### config.mk
export PLATFORM = sky130hd
export DESIGN_NAME = heap_move_long
export DESIGN_NICKNAME = d
export VERILOG_FILES = /design/src/rtl/heap_move_long.sv
export SDC_FILE = /design/constraint.sdc
export NUM_CORES = 1
export LEC_CHECK = 0
export BUFFER_PORTS_ARGS = -buffer_cell sky130_fd_sc_hd__buf_2
export CORE_ASPECT_RATIO = 1.4
export CORE_MARGIN = 1.5
export CORE_UTILIZATION = 57
export CTS_CLUSTER_SIZE = 24
export DETAILED_ROUTE_END_ITERATION = 6
export GPL_ROUTABILITY_DRIVEN = 0
export PLACE_DENSITY = 0.79
export SETUP_SLACK_MARGIN = 0.2
export SLEW_MARGIN = 10
export SYNTH_ARGS = -nofsm -noshare
export SYNTH_HDL_FRONTEND = slang
export SYNTH_SLANG_ARGS = --single-unit
### constraint.sdc
create_clock -name clock -period 4.1 [get_ports clock]
set_clock_uncertainty 0.1 [all_clocks]
set_input_delay 0.82 -clock clock [delete_from_list [all_inputs] [get_ports clock]]
set_output_delay 0.82 -clock clock [all_outputs]
set_load 0.1 [all_outputs]
### src/rtl/heap_move_long.sv
// Sequential moveLong engine: copies a run of heap elements between array areas one per cycle,
// choosing copy direction for overlap safety, and tracks a per-array length table.
module heap_move_long #(
    parameter  int WIDTH   = 12,
    parameter  int NAREA   = 10,
    parameter  int NARRAYS = 2,
    localparam int AW      = $clog2(NARRAYS * NAREA),
    localparam int IW      = $clog2(NAREA + 1),
    localparam int XW      = (NARRAYS > 1) ? $clog2(NARRAYS) : 1
) (
    input  logic             clock,
    input  logic             reset,
    input  logic             start,
    input  logic [XW-1:0]    src_array,
    input  logic [IW-1:0]    src_off,
    input  logic [XW-1:0]    tgt_array,
    input  logic [IW-1:0]    tgt_off,
    input  logic [IW-1:0]    len,
    output logic             busy,
    output logic             done,
    output logic             error,
    output logic             mem_rd_en,
    output logic [AW-1:0]    mem_rd_addr,
    input  logic [WIDTH-1:0] mem_rd_data,
    output logic             mem_wr_en,
    output logic [AW-1:0]    mem_wr_addr,
    output logic [WIDTH-1:0] mem_wr_data,
    input  logic             size_clr,
    input  logic [XW-1:0]    size_clr_array,
    input  logic [XW-1:0]    size_q_array,
    output logic [IW-1:0]    size_q_len
);

    typedef enum logic [1:0] {IDLE, RUN, DRAIN, DONE} state_t;

    localparam logic [XW:0] NARR_W  = (XW + 1)'(NARRAYS);
    localparam logic [IW:0] NAREA_W = (IW + 1)'(NAREA);

    state_t        state, state_nxt;
    logic          err_q, desc_q, wr_en_q;
    logic [AW-1:0] rd_ptr, wr_ptr, wr_addr_q;
    logic [IW-1:0] remaining, end_q, tgt_array_q_len;
    logic [XW-1:0] tgt_array_q;
    logic [IW-1:0] len_tbl [NARRAYS];

    // Request decode, evaluated only when a start is accepted in IDLE.
    logic [IW:0]   src_end, tgt_end;
    logic          invalid, desc;
    logic [AW-1:0] src_first, tgt_first;

    assign src_end   = {1'b0, src_off} + {1'b0, len};
    assign tgt_end   = {1'b0, tgt_off} + {1'b0, len};
    assign invalid   = ({1'b0, src_array} >= NARR_W) || ({1'b0, tgt_array} >= NARR_W) ||
                       (src_end > NAREA_W) || (tgt_end > NAREA_W);
    assign desc      = (src_array == tgt_array) && (tgt_off > src_off) && ({1'b0, tgt_off} < src_end);
    assign src_first = AW'(src_array) * AW'(NAREA) + AW'(src_off);
    assign tgt_first = AW'(tgt_array) * AW'(NAREA) + AW'(tgt_off);

    always_ff @(posedge clock) begin
        if (reset) state <= IDLE;
        else       state <= state_nxt;
    end

    // NOTE: every signal assigned in always_comb gets a default first, so no latch is inferred.
    always_comb begin
        state_nxt = state;
        case (state)
            IDLE:    if (start) state_nxt = (invalid || len == '0) ? DONE : RUN;
            RUN:     if (remaining == IW'(1)) state_nxt = DRAIN;
            DRAIN:   state_nxt = DONE;
            DONE:    state_nxt = IDLE;
            default: state_nxt = IDLE;
        endcase
    end

    // NOTE: sequential state uses non-blocking assignments so every register sees pre-edge values.
    always_ff @(posedge clock) begin
        if (reset) begin
            err_q       <= 1'b0;
            desc_q      <= 1'b0;
            wr_en_q     <= 1'b0;
            rd_ptr      <= '0;
            wr_ptr      <= '0;
            wr_addr_q   <= '0;
            remaining   <= '0;
            end_q       <= '0;
            tgt_array_q <= '0;
        end else begin
            wr_en_q <= (state == RUN);
            if (state == IDLE && start) begin
                err_q       <= invalid;
                desc_q      <= desc;
                remaining   <= len;
                end_q       <= tgt_end[IW-1:0];
                tgt_array_q <= tgt_array;
                rd_ptr      <= desc ? src_first + AW'(len) - AW'(1) : src_first;
                wr_ptr      <= desc ? tgt_first + AW'(len) - AW'(1) : tgt_first;
            end else if (state == RUN) begin
                wr_addr_q <= wr_ptr;
                remaining <= remaining - IW'(1);
                rd_ptr    <= desc_q ? rd_ptr - AW'(1) : rd_ptr + AW'(1);
                wr_ptr    <= desc_q ? wr_ptr - AW'(1) : wr_ptr + AW'(1);
            end
        end
    end

    // NOTE: the length table is small architectural state and must read 0 after reset, so it is reset.
    always_ff @(posedge clock) begin
        for (int a = 0; a < NARRAYS; a++) begin
            if (reset)
                len_tbl[a] <= '0;
            else if (size_clr && size_clr_array == XW'(a))
                len_tbl[a] <= '0;
            else if (state == DRAIN && tgt_array_q == XW'(a) && end_q > len_tbl[a])
                len_tbl[a] <= end_q;
        end
    end

    assign tgt_array_q_len = len_tbl[tgt_array_q];
    assign size_q_len = ({1'b0, size_q_array} < NARR_W) ? len_tbl[size_q_array] : '0;

    always_comb begin
        busy        = (state != IDLE);
        done        = (state == DONE);
        error       = (state == DONE) && err_q;
        mem_rd_en   = (state == RUN);
        mem_rd_addr = (state == RUN) ? rd_ptr : '0;
        mem_wr_en   = wr_en_q;
        mem_wr_addr = wr_en_q ? wr_addr_q : '0;
        mem_wr_data = wr_en_q ? mem_rd_data : '0;
    end

    // Kept visible for debug probes; the value itself drives nothing.
    logic unused_ok;
    assign unused_ok = ^tgt_array_q_len;

endmodule

==> impl_metrics.ini, run 1 <==
[clock_tree]
clockRootBuffer = clkbuf_8
cts.hold.buffers_added = 0
cts_setup_buffers = 0
cts_tree = yes
clkTransAtPathRegs_ns = 0.08
clk_latency_ns = 0.29
cts.path.max_buffers = 2
htree_levels = 2
numCtsBuffers = 5
cts.sinks = 37
cts_resized = 0

[run_status]
status = complete, no violations

[detailed_routing]
drc_errors = 0
wire_per_inst_um = 13.2
via_per_inst = 5.40
num_vias = 2790
drtIter0Drc = 71
antenna_left = 0
drt_pass1_iterations = 4
finalWirelength_mm = 6.80

[timing]
max_freq_mhz = 312
period_share = 0.783
setup_tns_ns = 0
tightest_slew_ns = 0.932
min_period_ns = 3.21
final_max_slew_viol_count = 0
setup_viol = 0
timing_hold_violations_final = 0
max_slew_margin = 0.379
rsz0062_at_grt = false

[logic_synthesis]
synth_fp_nets = 484
synthCells = 391
synth_area_per_cell_um2 = 8.50
synthFlopType = dfxtp_1
synth_warnings = 0
synth_edf_count = 8
synth-seq-area-share = 0.247
ys_ff_latch = 37
synth.distinct_cells = 42
synthArstFlopShare = 0
synth_area_um2 = 3320

[layout]
nFillCells = 484
nNetsFinal = 541
area_growth_pct = 14.6
final_common_cell = buf_2
most-common-layout-cells = 62 x buf_2, 58 x inv_1, 55 x ha_1, 29 x dfxtp_1, 28 x a21oi_1
antenna_cells = 0
drive_above_1_share = 0.187
finalNonFillerCells = 517

[setup_path]
rr_endpoint = len_tbl[0][3]
cp.depth = 10
path_cells = buf_2 -> ha_1 -> inv_1 -> fa_1 -> ha_1 -> a21oi_2 -> maj3_2 -> o2111ai_4 -> mux2_2 -> a21oi_1
critPathMaxFanout = 14
crit_buf_inv = 2
required_ns = 4.23
cp-start-kind = input port
critical_path.slowest_cell = o2111ai_4
worst_ep_arrival_time_ns = 3.33
cp_top_family = adder cells
cpPeakStageDelay_ns = 0.48
crit_path_frequent_cell = ha_1
r2r_slack_ns = 1.78
reg2reg_from = end_q[1]
end_kind = flop
cp-startpoint = src_off[0]
crit_type = input port to flop
crit_path_end = rd_ptr[2]
reg2regPathDepth = 7

[floorplanning]
dieWidth_um = 67.5
die_h_um = 93.3
die-area_um2 = 6300
start_util = 0.597
num_rows = 32
core-area_um2 = 5570
io_pins = 63

[power_and_ir_drop]
p_clk_frac = 0.179
internal-power_uw = 1100
ir_drop_mv = 0.240
switchingPower_uw = 1030
seqPwrFrac = 0.261
cellLeakagePower_uw = 0.00194
swShare = 0.483
combinationalPowerShare = 0.560
power.density_nw_per_um2 = 561

[global_routing]
gr-total-overflow = 0
antenna_found_initial = 0
grt_util_all_layers = 0.237
grt_pass1_vias = 2820
grt_start_max_net_pins = 30
grt_first_pass_wirelength_mm = 11.6

[place]
dpl.cell_count = 509
io_buffers = 62
place_hpwl_mm = 5.49

[min_path]
hold_path_class = flop to flop

[flow_run]
maxCapViolCount = 0
[metrics by stage]
stage	total power [uW]	hold slack, ns	util	area [um^2]	setup slack, ns
after global routing	2290	0.387	0.684	3810	0.818
after global placement	1730	0.342	0.659	3670	0.655
after CTS	2140	0.366	0.684	3810	0.891
after floorplan	1550	0.336	-	3320	0.252
after detailed placement	1760	0.355	0.659	3670	0.580
final	2140	0.364	0.684	3810	0.892
[layout make-up]
type                            instances  area (um^2)  share of cell area
Inverter                               58          218              0.0572
Timing Repair Buffer                   63          318              0.0835
Clock inverter                          3         68.8              0.0181
Tap cell                               68         85.1              0.0224
Sequential cell                        37          821               0.216
Clock buffer                            5         68.8              0.0181
Multi-Input combinational cell        283         2230               0.585
[worst min-delay path: stages (launching register included)]
cell and delay, ns:
dfxtp_1 0.32, nand2_1 0.05, a21oi_1 0.05
[state kept, by name (all words and copies together), names as in the netlist]
register and cells:
remaining 4, rd_ptr 5, mem_wr_en 1, len_tbl 8, tgt_array_q 1, state 2
wr_addr_q 5, end_q 4, desc_q 1, err_q 1, wr_ptr 5
[cell families after synthesis]
logic type               after synthesis  synth area share
AO/OA/AOI/OAI                         77             0.153
XOR/XNOR                              23            0.0606
adder cells (fa/ha/maj)               62             0.247
buffers and inverters                 71            0.0825
flip-flops                            37             0.247
multiplexers                          16            0.0493
AND/OR/NAND/NOR                      105             0.161
[power by group through the flow]
stage / registers, uW / logic, uW / clock network, uW
finish: 558 / 1190 / 383
global route: 572 / 1320 / 402
CTS: 558 / 1200 / 388
detailed placement: 566 / 1190 / 0
global placement: 563 / 1170 / 0
floorplan: 554 / 993 / 0
[synthesized netlist by cell type (all sizes together), types with 2 or more instances]
master,n,share of area
inv,58,0.066
ha,55,0.21
a21oi,29,0.045
dfxtp,29,0.17
nor2,26,0.029
nand2,25,0.028
and2,24,0.045
o21ai,15,0.023
mux2i,13,0.039
xnor2,13,0.034
a211oi,12,0.029
clkbuf,11,0.012
xor2,10,0.026
nor3,9,0.014
a21o,8,0.018
edfxtp,8,0.072
fa,6,0.036
nor2b,5,0.0094
and3,4,0.0087
nand4,4,0.0075
mux2,3,0.010
nand2b,3,0.0057
a31oi,2,0.0038
buf,2,0.0045
nand3b,2,0.0045
o211ai,2,0.0045
o21a,2,0.0045
[routing by layer]
layer / wire, um / vias up / GRT usage
met4: 246 / 0 / 0.116
met5: 0 / - / 0
met3: 267 / 20 / 0.0277
li1: - / 1433 / -
met2: 3470 / 79 / 0.432
met1: 2820 / 1258 / 0.261
[worst min path at each step]
stage                     startpoint        to  slack (ns)  cells after the start
after floorplan             end_q[0]  end_q[0]        0.34                      2
after global placement      end_q[0]  end_q[0]        0.34                      2
after detailed placement    end_q[0]  end_q[0]        0.36                      2
after CTS                   end_q[0]  end_q[0]        0.37                      2
after global routing        end_q[0]  end_q[0]        0.39                      2
final                       end_q[0]  end_q[0]        0.36                      2
(Power assumes the default switching activity.)
==> inputs of run 2 (changes only) <==
--- a/config.mk
+++ b/config.mk
@@ -5,14 +5,15 @@
 export SDC_FILE = /design/constraint.sdc
 export NUM_CORES = 1
 export LEC_CHECK = 0
+export ABC_AREA = 1
 export BUFFER_PORTS_ARGS = -buffer_cell sky130_fd_sc_hd__buf_2
 export CORE_ASPECT_RATIO = 1.4
 export CORE_MARGIN = 1.5
-export CORE_UTILIZATION = 57
+export CORE_UTILIZATION = 52
 export CTS_CLUSTER_SIZE = 24
 export DETAILED_ROUTE_END_ITERATION = 6
 export GPL_ROUTABILITY_DRIVEN = 0
-export PLACE_DENSITY = 0.79
+export PLACE_DENSITY = 0.75
 export SETUP_SLACK_MARGIN = 0.2
 export SLEW_MARGIN = 10
 export SYNTH_ARGS = -nofsm -noshare
==> constraint.sdc (replaced) <==
create_clock -name clock -period 2.95 [get_ports clock]
set_clock_uncertainty 0.1 [all_clocks]
set_input_delay 0.59 -clock clock [delete_from_list [all_inputs] [get_ports clock]]
set_output_delay 0.59 -clock clock [all_outputs]
set_load 0.1 [all_outputs]
==> impl_metrics.ini, run 2 <==
[min_path]
hold_path_class = flop to flop
hold_path_depth = 2

[logic_synthesis]
synth.distinct_cells = 37
synth_most_common_cell = inv_1
synthArstFlopShare = 0
ys_ff_latch = 37
synthFlopType = dfxtp_1
synth_top_cell_area_share = 0.193
synth_edf_count = 8
synth_area_leaders = ha_1 19%, dfxtp_1 16%, inv_1 12%
synth_warnings = 0
synthTopCellsByCount = 118 x inv_1, 86 x nand2_1, 55 x ha_1, 43 x nor2_1, 37 x o21ai_0
synthCells = 508
synth-seq-area-share = 0.230
synth_area_per_cell_um2 = 7.02
synth_top_area_cell = ha_1
synth_area_um2 = 3570
synth_fp_nets = 601

[power_and_ir_drop]
ir_drop_mv = 0.379
p_clk_frac = 0.121
internal-power_uw = 1420
combinationalPowerShare = 0.617
seqPwrFrac = 0.262
switchingPower_uw = 1650
swShare = 0.538
power_uw = 3070
cellLeakagePower_uw = 0.00230
power.density_nw_per_um2 = 747

[timing]
setup_viol = 0
final_max_slew_viol_count = 0
max_freq_mhz = 393
tightest_slew_ns = 0.488
setup_ws_ns = 0.403
timing.hold.ws_ns = 0.369
period_share = 0.863
min_period_ns = 2.55
rsz0062_at_grt = false
setup_tns_ns = 0
timing_hold_violations_final = 0
max_slew_margin = 0.677

[floorplanning]
die-area_um2 = 7370
num_rows = 35
io_pins = 63
start_util = 0.539
die_h_um = 101
core-area_um2 = 6610
dieWidth_um = 73

[clock_tree]
numCtsBuffers = 5
clkTransAtPathRegs_ns = 0.07
htree_levels = 2
cts_tree = yes
cts_setup_buffers = 0
clockRootBuffer = clkbuf_8
cts_resized = 0
cts.hold.buffers_added = 0
cts.sinks = 37
cts.path.max_buffers = 2
clk_latency_ns = 0.29

[setup_path]
crit_path_frequent_cell = ha_1
crit_type = input port to flop
cp.depth = 16
critPathMaxFanout = 4
worst_ep_arrival_time_ns = 2.67
cp_top_family = adder cells
path_cells = buf_2 -> ha_1 -> ha_1 -> xnor2_1 -> ha_1 -> inv_1 -> ha_1 -> nand2_1 -> nand2_1 -> nor2_1 -> nand3_1 -> nand2_1 -> inv_1 -> nand3_1 -> nand3_2 -> a21oi_1
critical_path.slowest_cell = ha_1
reg2regPathDepth = 8
cpPeakStageDelay_ns = 0.27
crit_buf_inv = 3
required_ns = 3.08
end_kind = flop
r2r_slack_ns = 0.81
cp-start-kind = input port

[run_status]
status = complete, no violations

[global_routing]
busiest_layer = met2
grt_start_max_net_pins = 30
gr-usage-met3 = 0.0200
grt_first_pass_wirelength_mm = 13.4
grt_pass1_vias = 3190
gr-total-overflow = 0
grt_use_met1 = 0.250
grt_util_all_layers = 0.228
antenna_found_initial = 0
met2_usage = 0.438

[layout]
multiInputGateArea_um2 = 2260
regMostFlops = len_tbl
seq_area_um2 = 822
largest_reg_flops = 8
antenna_cells = 0
drive_above_1_share = 0.206
final_common_cell = inv_1
nNetsFinal = 666
area_growth_pct = 15.2
most-common-layout-cells = 114 x inv_1, 86 x nand2_1, 62 x buf_2, 54 x ha_1, 42 x nor2_1
nFillCells = 625

[place]
io_buffers = 62
dp_worst_setup_slack_ns = 0.102
place_hpwl_mm = 6.56

[detailed_routing]
wire_per_inst_um = 11.9
drtIter0Drc = 154
finalWirelength_mm = 7.96
drt_pass1_iterations = 4
drc_errors = 0
antenna_left = 0
via_per_inst = 4.95
num_vias = 3298

[flow_run]
maxCapViolCount = 0
-- run 2: area by class of cell --
class	count	share of cell area
Sequential cell	37	0.200
Tap cell	92	0.0280
Timing Repair Buffer	68	0.0865
Multi-Input combinational cell	341	0.549
Clock buffer	7	0.0210
Clock inverter	1	0.00183
Inverter	120	0.113
-- run 2: cells by family (layout without fill, tap and decap cells) --
| family | Yosys count | count (layout) | synth area share |
|---|---|---|---|
| AO/OA/AOI/OAI | 89 | 89 | 0.139 |
| XOR/XNOR | 9 | 9 | 0.0221 |
| adder cells (fa/ha/maj) | 61 | 61 | 0.227 |
| buffers and inverters | 130 | 196 | 0.141 |
| flip-flops | 37 | 37 | 0.230 |
| multiplexers | 1 | 1 | 0.00316 |
| AND/OR/NAND/NOR | 181 | 181 | 0.238 |
-- run 2: worst paths after layout --
check,from,endpoint
worst min register to register,wr_addr_q[0],wr_addr_q[0]
worst max-delay path,tgt_array,wr_ptr[4]
worst min-delay path,wr_addr_q[0],wr_addr_q[0]
worst max register to register,state[0],wr_ptr[2]
-- run 2: metrics by stage --
step                area [um^2]  utilization  cells
floorplan                  3590            -    508
global placement           4000        0.605    658
finish                     4110        0.621    666
CTS                        4100        0.620    666
global route               4110        0.621    666
detailed placement         4000        0.605    658
-- run 2: power groups by stage --
| stage | sequential [uW] | combinational (uW) | clock (uW) |
|---|---|---|---|
| 6_report | 803 | 1890 | 371 |
| 5_1_grt | 825 | 2110 | 394 |
| 4_1_cts | 801 | 1900 | 381 |
| 3_5_place_dp | 812 | 1890 | 0 |
| 3_3_place_gp | 804 | 1810 | 0 |
| 2_1_floorplan | 793 | 1510 | 0 |
-- run 2: layer usage --
metal | vias to the layer above | share of wire
li1 | 1727 | -
met1 | 1466 | 0.41
met2 | 93 | 0.52
met3 | 12 | 0.043
met4 | 0 | 0.023
met5 | - | 0
-- run 2: worst register-to-register path: stages, from the launching register on --
cell      delay [ns]
dfxtp_1         0.40
inv_1           0.10
ha_1            0.23
nand2_2         0.18
inv_1           0.12
nor2_4          0.21
clkinv_1        0.33
o21ai_0         0.32
a21oi_2         0.04
==> inputs of run 3 (changes only) <==
--- a/config.mk
+++ b/config.mk
@@ -13,7 +13,7 @@
 export CTS_CLUSTER_SIZE = 24
 export DETAILED_ROUTE_END_ITERATION = 6
 export GPL_ROUTABILITY_DRIVEN = 0
-export PLACE_DENSITY = 0.75
+export PLACE_DENSITY_LB_ADDON = 0.05
 export SETUP_SLACK_MARGIN = 0.2
 export SLEW_MARGIN = 10
 export SYNTH_ARGS = -nofsm -noshare
==> impl_metrics.ini, run 3 (same netlist as run 2, synthesis figures left out) <==
[clock_tree]
cts_setup_buffers = 0
clkTransAtPathRegs_ns = 0.07
cts_resized = 0
clk_latency_ns = 0.28
cts.sinks = 37
cts_tree = yes
numCtsBuffers = 5
cts.path.max_buffers = 2
htree_levels = 2
cts.hold.buffers_added = 0
clockRootBuffer = clkbuf_8

[timing]
timing_hold_violations_final = 0
setup_tns_ns = 0
rsz0062_at_grt = false
period_share = 0.867
setup_ws_ns = 0.393
min_period_ns = 2.56
final_max_slew_viol_count = 0
tightest_slew_ns = 0.491
setup_viol = 0
timing.hold.ws_ns = 0.381
max_freq_mhz = 391
max_slew_margin = 0.675

[setup_path]
rr_endpoint = rd_ptr[3]
r2r_slack_ns = 0.68
worst_ep_arrival_time_ns = 2.63
crit_type = input port to flop
reg2regPathDepth = 8
end_kind = flop
cp-startpoint = src_array
critPathMaxFanout = 3
crit_path_end = rd_ptr[4]
required_ns = 3.02
reg2reg_from = state[0]
cp-start-kind = input port

[floorplanning]
io_pins = 63
num_rows = 35
die-area_um2 = 7370
die_h_um = 101
core-area_um2 = 6610
dieWidth_um = 73
start_util = 0.539

[detailed_routing]
wire_per_inst_um = 12.0
finalWirelength_mm = 7.98
drc_errors = 0
drt_pass1_iterations = 4
via_per_inst = 4.87
num_vias = 3245
antenna_left = 0
drtIter0Drc = 159

[global_routing]
gr-total-overflow = 0
grt_pass1_vias = 3034
grt_use_met1 = 0.275
antenna_found_initial = 0
met2_usage = 0.441
grt_first_pass_wirelength_mm = 13.5
busiest_layer = met2
grt_util_all_layers = 0.233
grt_start_max_net_pins = 22
gr-usage-met3 = 0.0240

[layout]
seq_area_um2 = 822
nFillCells = 619
regMostFlops = len_tbl
area_growth_pct = 15.6
antenna_cells = 0
final_common_cell = inv_1
nNetsFinal = 666
fin_area_um2 = 4130
largest_reg_flops = 8
multiInputGateArea_um2 = 2260
drive_above_1_share = 0.204
most-common-layout-cells = 114 x inv_1, 86 x nand2_1, 62 x buf_2, 54 x ha_1, 43 x nor2_1

[power_and_ir_drop]
swShare = 0.524
cellLeakagePower_uw = 0.00231
p_clk_frac = 0.138
power_uw = 3090
ir_drop_mv = 0.362
power.density_nw_per_um2 = 750
combinationalPowerShare = 0.604
seqPwrFrac = 0.258
switchingPower_uw = 1620
internal-power_uw = 1470

[place]
place_hpwl_mm = 6.51
dp_worst_setup_slack_ns = 0.102
place_area_um2 = 4000
io_buffers = 62

[run_status]
status = complete, no violations

[min_path]
hold_path_class = flop to flop

[flow_run]
maxCapViolCount = 0
[run 3: changes by cell type in the layout (fill, tap and decap cells not counted)]
cell,delta
clkinv_1,+1
xnor2_1,-1
nor2_2,-1
nor2_1,+1
xnor2_2,+1
clkbuf_8,-1
bufinv_16,+1
clkinvlp_4,-1
[run 3: power by group through the flow]
stage / Combinational, uW / Sequential (uW) / Clock, uW
floorplan: 1510 / 793 / 0
global placement: 1830 / 806 / 0
detailed placement: 1870 / 809 / 0
CTS: 1870 / 799 / 436
global route: 2110 / 821 / 458
finish: 1870 / 799 / 426
[run 3: worst max-delay path, cell delays in order]
cell and delay [ns]:
buf_2 0.12, ha_1 0.21, ha_1 0.22, xnor2_2 0.17, ha_1 0.29, inv_1 0.04
ha_1 0.33, nand2_1 0.08, nand2_1 0.05, nor2_1 0.13, inv_1 0.05, nand2_1 0.06
nand2_1 0.04, inv_1 0.04, nand3_1 0.08, nand3_2 0.08, a21oi_1 0.05
[run 3: worst min path at each step]
stage | cells after the start | end | slack [ns] | from
floorplan | 2 | wr_addr_q[0] | 0.34 | wr_addr_q[0]
global placement | 2 | wr_addr_q[0] | 0.35 | wr_addr_q[0]
detailed placement | 2 | wr_addr_q[0] | 0.37 | wr_addr_q[0]
CTS | 2 | wr_addr_q[0] | 0.38 | wr_addr_q[0]
global route | 2 | remaining[3] | 0.42 | remaining[3]
finish | 2 | wr_addr_q[0] | 0.38 | wr_addr_q[0]
[run 3: routing by layer]
layer | part of all wire | vias to the layer above | routed length [um]
li1 | - | 1732 | -
met1 | 0.43 | 1428 | 3440
met2 | 0.52 | 79 | 4160
met3 | 0.038 | 6 | 300
met4 | 0.011 | 0 | 84
met5 | 0 | - | 0
[run 3: final cells by class]
type                            instances  area share
Tap cell                               92      0.0279
Timing Repair Buffer                   68      0.0861
Inverter                              120       0.113
Sequential cell                        37       0.199
Clock inverter                          2     0.00819
Multi-Input combinational cell        341       0.548
Clock buffer                            6      0.0176
[run 3: stage by stage]
stage / util / cells
after floorplan: - / 508
after global placement: 0.605 / 658
after detailed placement: 0.605 / 658
after CTS: 0.622 / 666
after global routing: 0.624 / 666
final: 0.624 / 666
